==> src/rtl/led_pkg.sv <==
`default_nettype none
// ============================================================================
// Module  : led_pkg
// Brief   : Mode encoding shared by the LED blink controller and its users.
// Rev     : 1.0
// ============================================================================
package led_pkg;

    typedef enum logic [1:0] {
        MODE_OFF   = 2'd0,
        MODE_ON    = 2'd1,
        MODE_BLINK = 2'd2,
        MODE_PULSE = 2'd3
    } mode_t;

endpackage
`default_nettype wire

==> src/rtl/led_blink_ctrl_if.sv <==
`default_nettype none
// ============================================================================
// Module  : led_blink_ctrl_if
// Brief   : Configuration write port and LED status outputs of led_blink_ctrl.
// Rev     : 1.0
// ============================================================================
interface led_blink_ctrl_if #(
    parameter int N_CH  = 4,
    parameter int PER_W = 12,
    parameter int CNT_W = 8
);
    localparam int CH_W = (N_CH > 1) ? $clog2(N_CH) : 1;

    logic             cfg_wr;
    logic [CH_W-1:0]  cfg_ch;
    logic [1:0]       cfg_mode;
    logic [PER_W-1:0] cfg_period;
    logic [CNT_W-1:0] cfg_count;
    logic [N_CH-1:0]  led;
    logic [N_CH-1:0]  busy;
    logic [N_CH-1:0]  done;
    logic             cfg_err;

    modport master (
        output cfg_wr, cfg_ch, cfg_mode, cfg_period, cfg_count,
        input  led, busy, done, cfg_err
    );

    modport slave (
        input  cfg_wr, cfg_ch, cfg_mode, cfg_period, cfg_count,
        output led, busy, done, cfg_err
    );
endinterface
`default_nettype wire

==> src/rtl/led_blink_ctrl_tick_gen.sv <==
`default_nettype none
// ============================================================================
// Module  : tick_gen
// Brief   : Free-running prescaler, one-cycle tick every CLK_DIV clocks.
// Rev     : 1.0
// ============================================================================
module tick_gen #(
    parameter int CLK_DIV = 50_000
) (
    input  logic clk,
    input  logic rst_n,
    output logic tick
);
    localparam int              DIV_W  = $clog2(CLK_DIV);
    localparam logic [DIV_W-1:0] C_LAST = DIV_W'(CLK_DIV - 1);

    logic [DIV_W-1:0] div_cnt_q;
    logic [DIV_W-1:0] div_cnt_d;

    always_comb begin
        div_cnt_d = (div_cnt_q == C_LAST) ? '0 : div_cnt_q + 1'b1;
    end

    always_ff @(posedge clk or negedge rst_n) begin
        if (!rst_n) begin
            div_cnt_q <= '0;
        end else begin
            div_cnt_q <= div_cnt_d;
        end
    end

    assign tick = (div_cnt_q == C_LAST);
endmodule
`default_nettype wire

==> src/rtl/led_blink_ctrl.sv <==
`default_nettype none
// ============================================================================
// Module  : led_blink_ctrl
// Brief   : N-channel LED driver (OFF/ON/BLINK/PULSE) on a shared base tick.
// Rev     : 1.0
// ============================================================================
module led_blink_ctrl
    import led_pkg::*;
#(
    parameter int CLK_DIV    = 50_000,
    parameter int N_CH       = 4,
    parameter int PER_W      = 12,
    parameter int CNT_W      = 8,
    parameter bit ACTIVE_LOW = 1'b1
) (
    input  logic              clk,
    input  logic              rst_n,
    led_blink_ctrl_if.slave   bus
);
    localparam int CH_W = (N_CH > 1) ? $clog2(N_CH) : 1;

    logic  w_tick;
    logic  w_bad_ch;
    logic  err_q;
    mode_t w_cfg_mode;

    tick_gen #(.CLK_DIV(CLK_DIV)) u_tick (
        .clk   (clk),
        .rst_n (rst_n),
        .tick  (w_tick)
    );

    assign w_cfg_mode = mode_t'(bus.cfg_mode);

    // Only a non-power-of-two channel count leaves unused index codes.
    if (N_CH < (1 << CH_W)) begin : g_range_chk
        assign w_bad_ch = (int'(bus.cfg_ch) >= N_CH);
    end else begin : g_no_range_chk
        assign w_bad_ch = 1'b0;
    end

    always_ff @(posedge clk or negedge rst_n) begin
        if (!rst_n) begin
            err_q <= 1'b0;
        end else begin
            err_q <= bus.cfg_wr && w_bad_ch;
        end
    end

    assign bus.cfg_err = err_q;

    for (genvar i = 0; i < N_CH; i++) begin : g_ch
        logic             w_hit;
        mode_t            mode_q,  mode_d;
        logic             lit_q,   lit_d;
        logic [PER_W-1:0] per_q,   per_d;
        logic [PER_W-1:0] ph_q,    ph_d;
        logic [CNT_W-1:0] left_q,  left_d;
        logic             done_q,  done_d;
        logic             led_q;
        logic             busy_q;

        assign w_hit = bus.cfg_wr && (bus.cfg_ch == CH_W'(i));

        always_comb begin
            mode_d = mode_q;
            lit_d  = lit_q;
            per_d  = per_q;
            ph_d   = ph_q;
            left_d = left_q;
            done_d = 1'b0;
            if (w_hit) begin
                // A write overrides any tick on the same edge and aborts a burst silently.
                mode_d = w_cfg_mode;
                per_d  = bus.cfg_period;
                ph_d   = '0;
                left_d = bus.cfg_count;
                lit_d  = (w_cfg_mode != MODE_OFF);
                if (w_cfg_mode == MODE_PULSE && bus.cfg_count == '0) begin
                    mode_d = MODE_OFF;
                    lit_d  = 1'b0;
                    done_d = 1'b1;
                end
            end else if (w_tick && (mode_q == MODE_BLINK || mode_q == MODE_PULSE)) begin
                if (ph_q == per_q) begin
                    ph_d  = '0;
                    lit_d = ~lit_q;
                    if (mode_q == MODE_PULSE && lit_q) begin
                        left_d = left_q - 1'b1;
                        if (left_q == CNT_W'(1)) begin
                            mode_d = MODE_OFF;
                            done_d = 1'b1;
                        end
                    end
                end else begin
                    ph_d = ph_q + 1'b1;
                end
            end
        end

        always_ff @(posedge clk or negedge rst_n) begin
            if (!rst_n) begin
                mode_q <= MODE_OFF;
                lit_q  <= 1'b0;
                per_q  <= '0;
                ph_q   <= '0;
                left_q <= '0;
                done_q <= 1'b0;
                led_q  <= ACTIVE_LOW;
                busy_q <= 1'b0;
            end else begin
                mode_q <= mode_d;
                lit_q  <= lit_d;
                per_q  <= per_d;
                ph_q   <= ph_d;
                left_q <= left_d;
                done_q <= done_d;
                led_q  <= lit_d ^ ACTIVE_LOW;
                busy_q <= (mode_d != MODE_OFF);
            end
        end

        assign bus.led[i]  = led_q;
        assign bus.busy[i] = busy_q;
        assign bus.done[i] = done_q;
    end
endmodule
`default_nettype wire

==> src/flat_wrapper.sv <==
// flat-port wrapper written by rule: the top's interface ports become plain ports
module led_blink_ctrl_flat import led_pkg::*;
#(
    parameter int CLK_DIV    = 50_000,
    parameter int N_CH       = 4,
    parameter int PER_W      = 12,
    parameter int CNT_W      = 8,
    parameter bit ACTIVE_LOW = 1'b1
)
  (clk, rst_n, bus_cfg_wr, bus_cfg_ch, bus_cfg_mode, bus_cfg_period, bus_cfg_count, bus_led, bus_busy, bus_done, bus_cfg_err);
  led_blink_ctrl_if #(.N_CH(N_CH), .PER_W(PER_W), .CNT_W(CNT_W)) bus_i ();
  input  logic clk;
  input  logic rst_n;
  input wire logic [$bits(bus_i.cfg_wr)-1:0] bus_cfg_wr;
  input wire logic [$bits(bus_i.cfg_ch)-1:0] bus_cfg_ch;
  input wire logic [$bits(bus_i.cfg_mode)-1:0] bus_cfg_mode;
  input wire logic [$bits(bus_i.cfg_period)-1:0] bus_cfg_period;
  input wire logic [$bits(bus_i.cfg_count)-1:0] bus_cfg_count;
  output wire logic [$bits(bus_i.led)-1:0] bus_led;
  output wire logic [$bits(bus_i.busy)-1:0] bus_busy;
  output wire logic [$bits(bus_i.done)-1:0] bus_done;
  output wire logic [$bits(bus_i.cfg_err)-1:0] bus_cfg_err;
  assign bus_i.cfg_wr = bus_cfg_wr;
  assign bus_i.cfg_ch = bus_cfg_ch;
  assign bus_i.cfg_mode = bus_cfg_mode;
  assign bus_i.cfg_period = bus_cfg_period;
  assign bus_i.cfg_count = bus_cfg_count;
  assign bus_led = bus_i.led;
  assign bus_busy = bus_i.busy;
  assign bus_done = bus_i.done;
  assign bus_cfg_err = bus_i.cfg_err;
  led_blink_ctrl #(.CLK_DIV(CLK_DIV), .N_CH(N_CH), .PER_W(PER_W), .CNT_W(CNT_W), .ACTIVE_LOW(ACTIVE_LOW)) u_core (.clk(clk), .rst_n(rst_n), .bus(bus_i));
endmodule
==> config.mk <==
export PLATFORM = sky130hd
export DESIGN_NAME = led_blink_ctrl_flat
export DESIGN_NICKNAME = d
export VERILOG_FILES = /design/src/rtl/led_pkg.sv /design/src/rtl/led_blink_ctrl_if.sv /design/src/rtl/led_blink_ctrl_tick_gen.sv /design/src/rtl/led_blink_ctrl.sv /design/src/flat_wrapper.sv
export SDC_FILE = /design/constraint.sdc
export NUM_CORES = 1
export LEC_CHECK = 0
export ABC_CLOCK_PERIOD_IN_PS = 2500
export BUFFER_PORTS_ARGS = -buffer_cell sky130_fd_sc_hd__buf_2
export CAP_MARGIN = 20
export CORE_AREA = 8 8 144 146
export DETAILED_ROUTE_END_ITERATION = 7
export DIE_AREA = 0 0 152 154
export HOLD_SLACK_MARGIN = 0.03
export PLACE_DENSITY = 0.65
export SETUP_SLACK_MARGIN = 0.05
export SLEW_MARGIN = 0
export SYNTH_ARGS = -nofsm -noshare
export SYNTH_HDL_FRONTEND = slang
export SYNTH_SLANG_ARGS = --single-unit
==> constraint.sdc <==
create_clock -name clk -period 2.5 [get_ports clk]
set_input_delay 0.5 -clock clk [delete_from_list [all_inputs] [get_ports clk]]
set_output_delay 0.5 -clock clk [all_outputs]
set_load 0.02 [all_outputs]
Yosys cells after proc, flatten, opt, wreduce, memory -nomap -nowiden. Index checks and enable logic that the tools add are counted.

Add/sub/neg operators: 9. Equality and inequality tests: 21. Muxes and demuxes: 84. Bitwise gates (word level): 8. Reductions and logical operators: 40.

Operators with widths (count): $mux W12 (12); $mux W8 (16); $add A12 B1 Y12 const B (4); $eq A12 B12 Y1 (4); $mux W2 (21); $mux W1 (34); $reduce_bool A2 Y1 (17); $eq A8 B1 Y1 const B (4); $sub A8 B1 Y8 const B (4); $eq A2 B2 Y1 const B (11); $add A16 B1 Y16 const B (1); $eq A16 B16 Y1 const B (1); $mux W16 (1); $logic_and A1 B1 Y1 (13); $reduce_and A3 Y1 (4); $logic_not A8 Y1 (1); $not A1 Y1 (8); $logic_or A1 B1 Y1 (4); $eq A2 B1 Y1 const B (1); $logic_not A2 Y1 (1).

Register bits after elaboration: 168. Output and inout port bits: 13.

Depth between registers and ports, before layout.
Depth in word-level cells: 7. Mapped depth: 8. Mapped depth without buffers: 7.

Hierarchy. A second synthesis with hierarchy kept.

Cell total of the unflattened synthesis: 942. Area total of the unflattened synthesis: 8668.3 sq um.

Modules (own cells, without submodules): led_blink_ctrl (instances 1, cells an instance 874, area each 7917.6 sq um, sequential area each 3808.7 sq um); tick_gen (instances 1, cells an instance 68, area each 750.7 sq um, sequential area each 400.4 sq um).

Worst setup path after synthesis. OpenSTA, ideal clock, no wires.

Path kind: register to register. Start point: register u_core.u_tick.div_cnt_q[0]. End point: register u_core.g_ch[0].left_q[1]. Setup time: 0.125 ns. Arrival: 1.874 ns. Data required time: 2.375 ns. Slack: 0.501 ns. Stages on the path, launching flop included: 9. Clock period less this slack: 1.999 ns. Path through: dfrtp_1 -> ha_1 -> nand3_2 -> nor2_4 -> and3_1 -> buf_2 -> nand3_1 -> mux2i_1 -> mux2_2.

Longest elaborated chain between the ends: 4.

Ends and longest elaborated chain: start, declared (RTL line led_blink_ctrl_tick_gen.sv:17) `logic [DIV_W-1:0] div_cnt_q;`; start signal, assigned (RTL line led_blink_ctrl_tick_gen.sv:28) `div_cnt_q <= div_cnt_d;`; $eq A16 B16 Y1 (RTL line led_blink_ctrl_tick_gen.sv:32) `assign tick = (div_cnt_q == C_LAST);`; $logic_and A1 B1 Y1 (RTL line led_blink_ctrl.sv:84) `end else if (w_tick && (mode_q == MODE_BLINK || mode_q == MODE_PULSE)) begin`; $reduce_bool A2 Y1 (no source line); $reduce_and A3 Y1 (no source line); end signal, assigned (RTL line led_blink_ctrl.sv:116) `left_q <= left_d;`; end, declared (RTL line led_blink_ctrl.sv:58) `logic [CNT_W-1:0] left_q, left_d;`.

No other way between the ends. A chain may end at the register's enable or synchronous reset.

Worst setup path in the final report.
Start point: register u_core.u_tick.div_cnt_q[0]. End point: register u_core.g_ch[0].left_q[2].

The elaborated chain is that of the path after synthesis.

==> results.md <==
- CTS Buf Count: 17
- Number of max-cap violations: 0
- Final Skew: 0.00833 ns
- Number of remaining DRC errors: 0
- Most frequent cells after synthesis: nand2_1 (205), dfrtp_1 (164), nor2_1 (80)
- Final Hold Slack: 0.0690 ns
- GRT Total Usage: 0.185
- CP Capture Type: register
- Max FO, Critical Path: 12
- Average cell area after synthesis: 9.21 um2
- Slew headroom: 0.500
- Setup TNS: 0 ns
- Slowest cell delay on critical path: 0.38 ns
- FILL cells: 1664
- Crit path max-delay family: simple AND/OR/NAND/NOR gates
- Syn Inst Count: 958
- Via-to-Cell Ratio: 5.42
- Buffer type at the clock tree root: clkbuf_16
- Syn. warnings: 0
- Vias in the first global route: 6510
- Core footprint: 18500 um2
- Fin cells: 1233
- Setup Viol. Count Final: 0
- Peak supply drop: 0.481 mV
- Synth area leader: dfrtp_1
- WP data required: 2.85 ns
- Sequential share of the synthesized area: 0.477
- Final hold vios: 0
- Die width: 152 um
- Final core utilization: 0.531
- ANT nets after route: 0
- H-tree levels: 4
- Worst setup SP type: register
- Worst-Skew Late Latency: 0.43 ns
- Fmax: 0.450 GHz
- Final Cycle Share: 0.889
- Placed insts: 1200
- CP Data Arrival Time: 2.57 ns
- Top-area cell type share of the netlist area: 0.465
- Pwr/cell area: 671 nW/um2
- Leakage: 0.00438 uW
- # nets final: 1025
- GP Congestion: 0.833
- Hold_buf cts: 0
- EDFF count, synth: 0
- RSZ-0062 raised after global routing: false
- DRT Wirelength: 21200 um
- Total power: 6580 uW
- Post-synthesis register bit count: 168
- Post-CTS Setup Bufs: 0
- Syn nets: 998
- Area grow syn2layout: 11.1%
- Initial Utilization: 0.478
- Drt wl/cell: 17.2 um
- Worst-margin pin slew: 0.747 ns
- Hpwl dp: 15000 um
- Ranking of synthesized cells by area: dfrtp_1 (47%), nand2_1 (8.7%), xnor2_1 (6.7%)
- CP cell instances: ha_1, nand3_2, nor2_4, buf_4, and3_1, buf_4, nand4_1, xor2_1, o21ai_0
- Slew Viols, Final: 0
- Clock tree sinks: 168
- TritonCTS clock tree: yes
- Gates resized, CTS repair: 0
- Hold Crit Class: primary input to asynchronous set/reset pin
- Clk buf depth: 2
- Crit. path cell count: 9
- Crit path top cell by count: buf_4
- R2R cell count: 9
- Boundary pin count: 40
- First-pass GRT wire length: 34800 um
- Initial antenna violation count: 2
- Initial DRC count: 373
- Via count: 6682
- Largest net degree at the start of global routing: 70
- Clock slew at reported path FFs: 0.07 ns
- Critical path type: register to register
- Final min period: 2.22 ns
- Critical path's slowest cell: dfrtp_1
- IO Port Bufs: 38
- Initial DRT Pass Iterations: 4
- Post-Synthesis Cell Area: 8820 um2
- Most used DFF post-synth: dfrtp_1
- Status: finished, final reports clean
- Share of post-route cells with drive strength above 1: 0.128
- WP buf/inv: 2
- GRT overflow: 0
- Die height: 154 um
- Netlist cell types: 60
- Rows: 50
- Most frequent cell after synthesis: nand2_1
- Die ar.: 23400 um2
- Async set-or-reset flop fraction in the synthesized netlist: 1.00
-- report_power, final --
group / internal, uW / total, uW / switching [uW]
Sequential: 2990 / 3230 / 243
Clock: 1390 / 2570 / 1180
Combinational: 330 / 778 / 448
Total: 4710 / 6580 / 1870
-- final timing paths --
| check | startpoint | end | slack, ns |
|---|---|---|---|
| worst max register to register | u_core.u_tick.div_cnt_q[0] | u_core.g_ch[0].left_q[2] | 0.28 |
| worst min register to register | u_core.u_tick.div_cnt_q[0] | u_core.u_tick.div_cnt_q[0] | 0.48 |
| min in group clk | bus_cfg_period[1] | u_core.g_ch[1].per_q[1] | 0.36 |
| worst max-delay path | u_core.u_tick.div_cnt_q[0] | u_core.g_ch[0].left_q[2] | 0.28 |
| worst min-delay path | rst_n | u_core.g_ch[1].left_q[5] | 0.07 |
| max in group asynchronous | rst_n | u_core.g_ch[3].ph_q[4] | 1.67 |
-- layout make-up --
| cell class | count | area [um2] | share of cell area |
|---|---|---|---|
| Clock inverter | 15 | 144 | 0.0147 |
| Inverter | 15 | 56.3 | 0.00574 |
| Clock buffer | 17 | 425 | 0.0434 |
| Tap cell | 234 | 293 | 0.0299 |
| Multi-Input combinational cell | 720 | 4260 | 0.434 |
| Antenna cell | 1 | 2.50 | 0.000255 |
| Sequential cell | 168 | 4210 | 0.429 |
| Timing Repair Buffer | 63 | 422 | 0.0430 |
-- cells in the final DEF (no fill, tap or decap), types with 5 or more instances in the layout --
cell / synthesis / routed
nand2_1: 205 / 205
dfrtp_1: 164 / 164
nor2_1: 80 / 79
xnor2_1: 67 / 67
xor2_1: 53 / 53
a21oi_1: 40 / 40
o21ai_0: 37 / 37
buf_2: 9 / 37
nor3_1: 30 / 30
nand3_1: 30 / 30
nand4_1: 23 / 23
nor4_1: 22 / 22
buf_4: 14 / 22
clkbuf_16: 0 / 17
inv_1: 15 / 15
and3_1: 14 / 14
ha_1: 13 / 13
or3_1: 12 / 12
o22ai_1: 12 / 12
a21o_1: 7 / 7
nor3b_1: 7 / 6
and4_1: 5 / 5
nand3b_1: 5 / 5
a31oi_1: 5 / 5
inv_6: 0 / 5
-- kinds of logic after synthesis --
group | count (synthesis) | synth area share
muxes | 4 | 0.00482
adders and majority gates | 13 | 0.0184
AOI/OAI and AO/OA | 116 | 0.0791
DFF | 168 | 0.477
xor gates and xnor gates | 120 | 0.119
buffers and inverters | 70 | 0.0415
and+or+nand+nor | 466 | 0.259
other | 1 | 0.000425
-- sequential cells by signal, indices dropped and copies added (netlist names) --
register / count
u_core.g_ch.done_q: 4
u_core.g_ch.left_q: 32
u_core.g_ch.lit_q: 4
u_core.u_tick.div_cnt_q: 16
u_core.g_ch.mode_q: 8
u_core.g_ch.ph_q: 48
u_core.g_ch.per_q: 48
u_core.g_ch.led_q: 4
u_core.g_ch.busy_q: 4
-- metrics by stage --
stage,setup slack [ns],area [um2]
6_report,0.277,9810
5_1_grt,0.0677,9810
4_1_cts,0.224,9800
3_5_place_dp,0.242,9240
3_3_place_gp,0.309,9240
2_1_floorplan,0.501,8820
-- per-layer routing --
metal	vias up	global-route usage	wire, um	share of wire
met1	3244	0.240	9620	0.45
li1	3297	-	-	-
met3	23	0.0370	895	0.042
met5	-	0	10	0.00047
met4	2	0.0614	373	0.018
met2	116	0.306	10300	0.49
(Power assumes the default switching activity.)
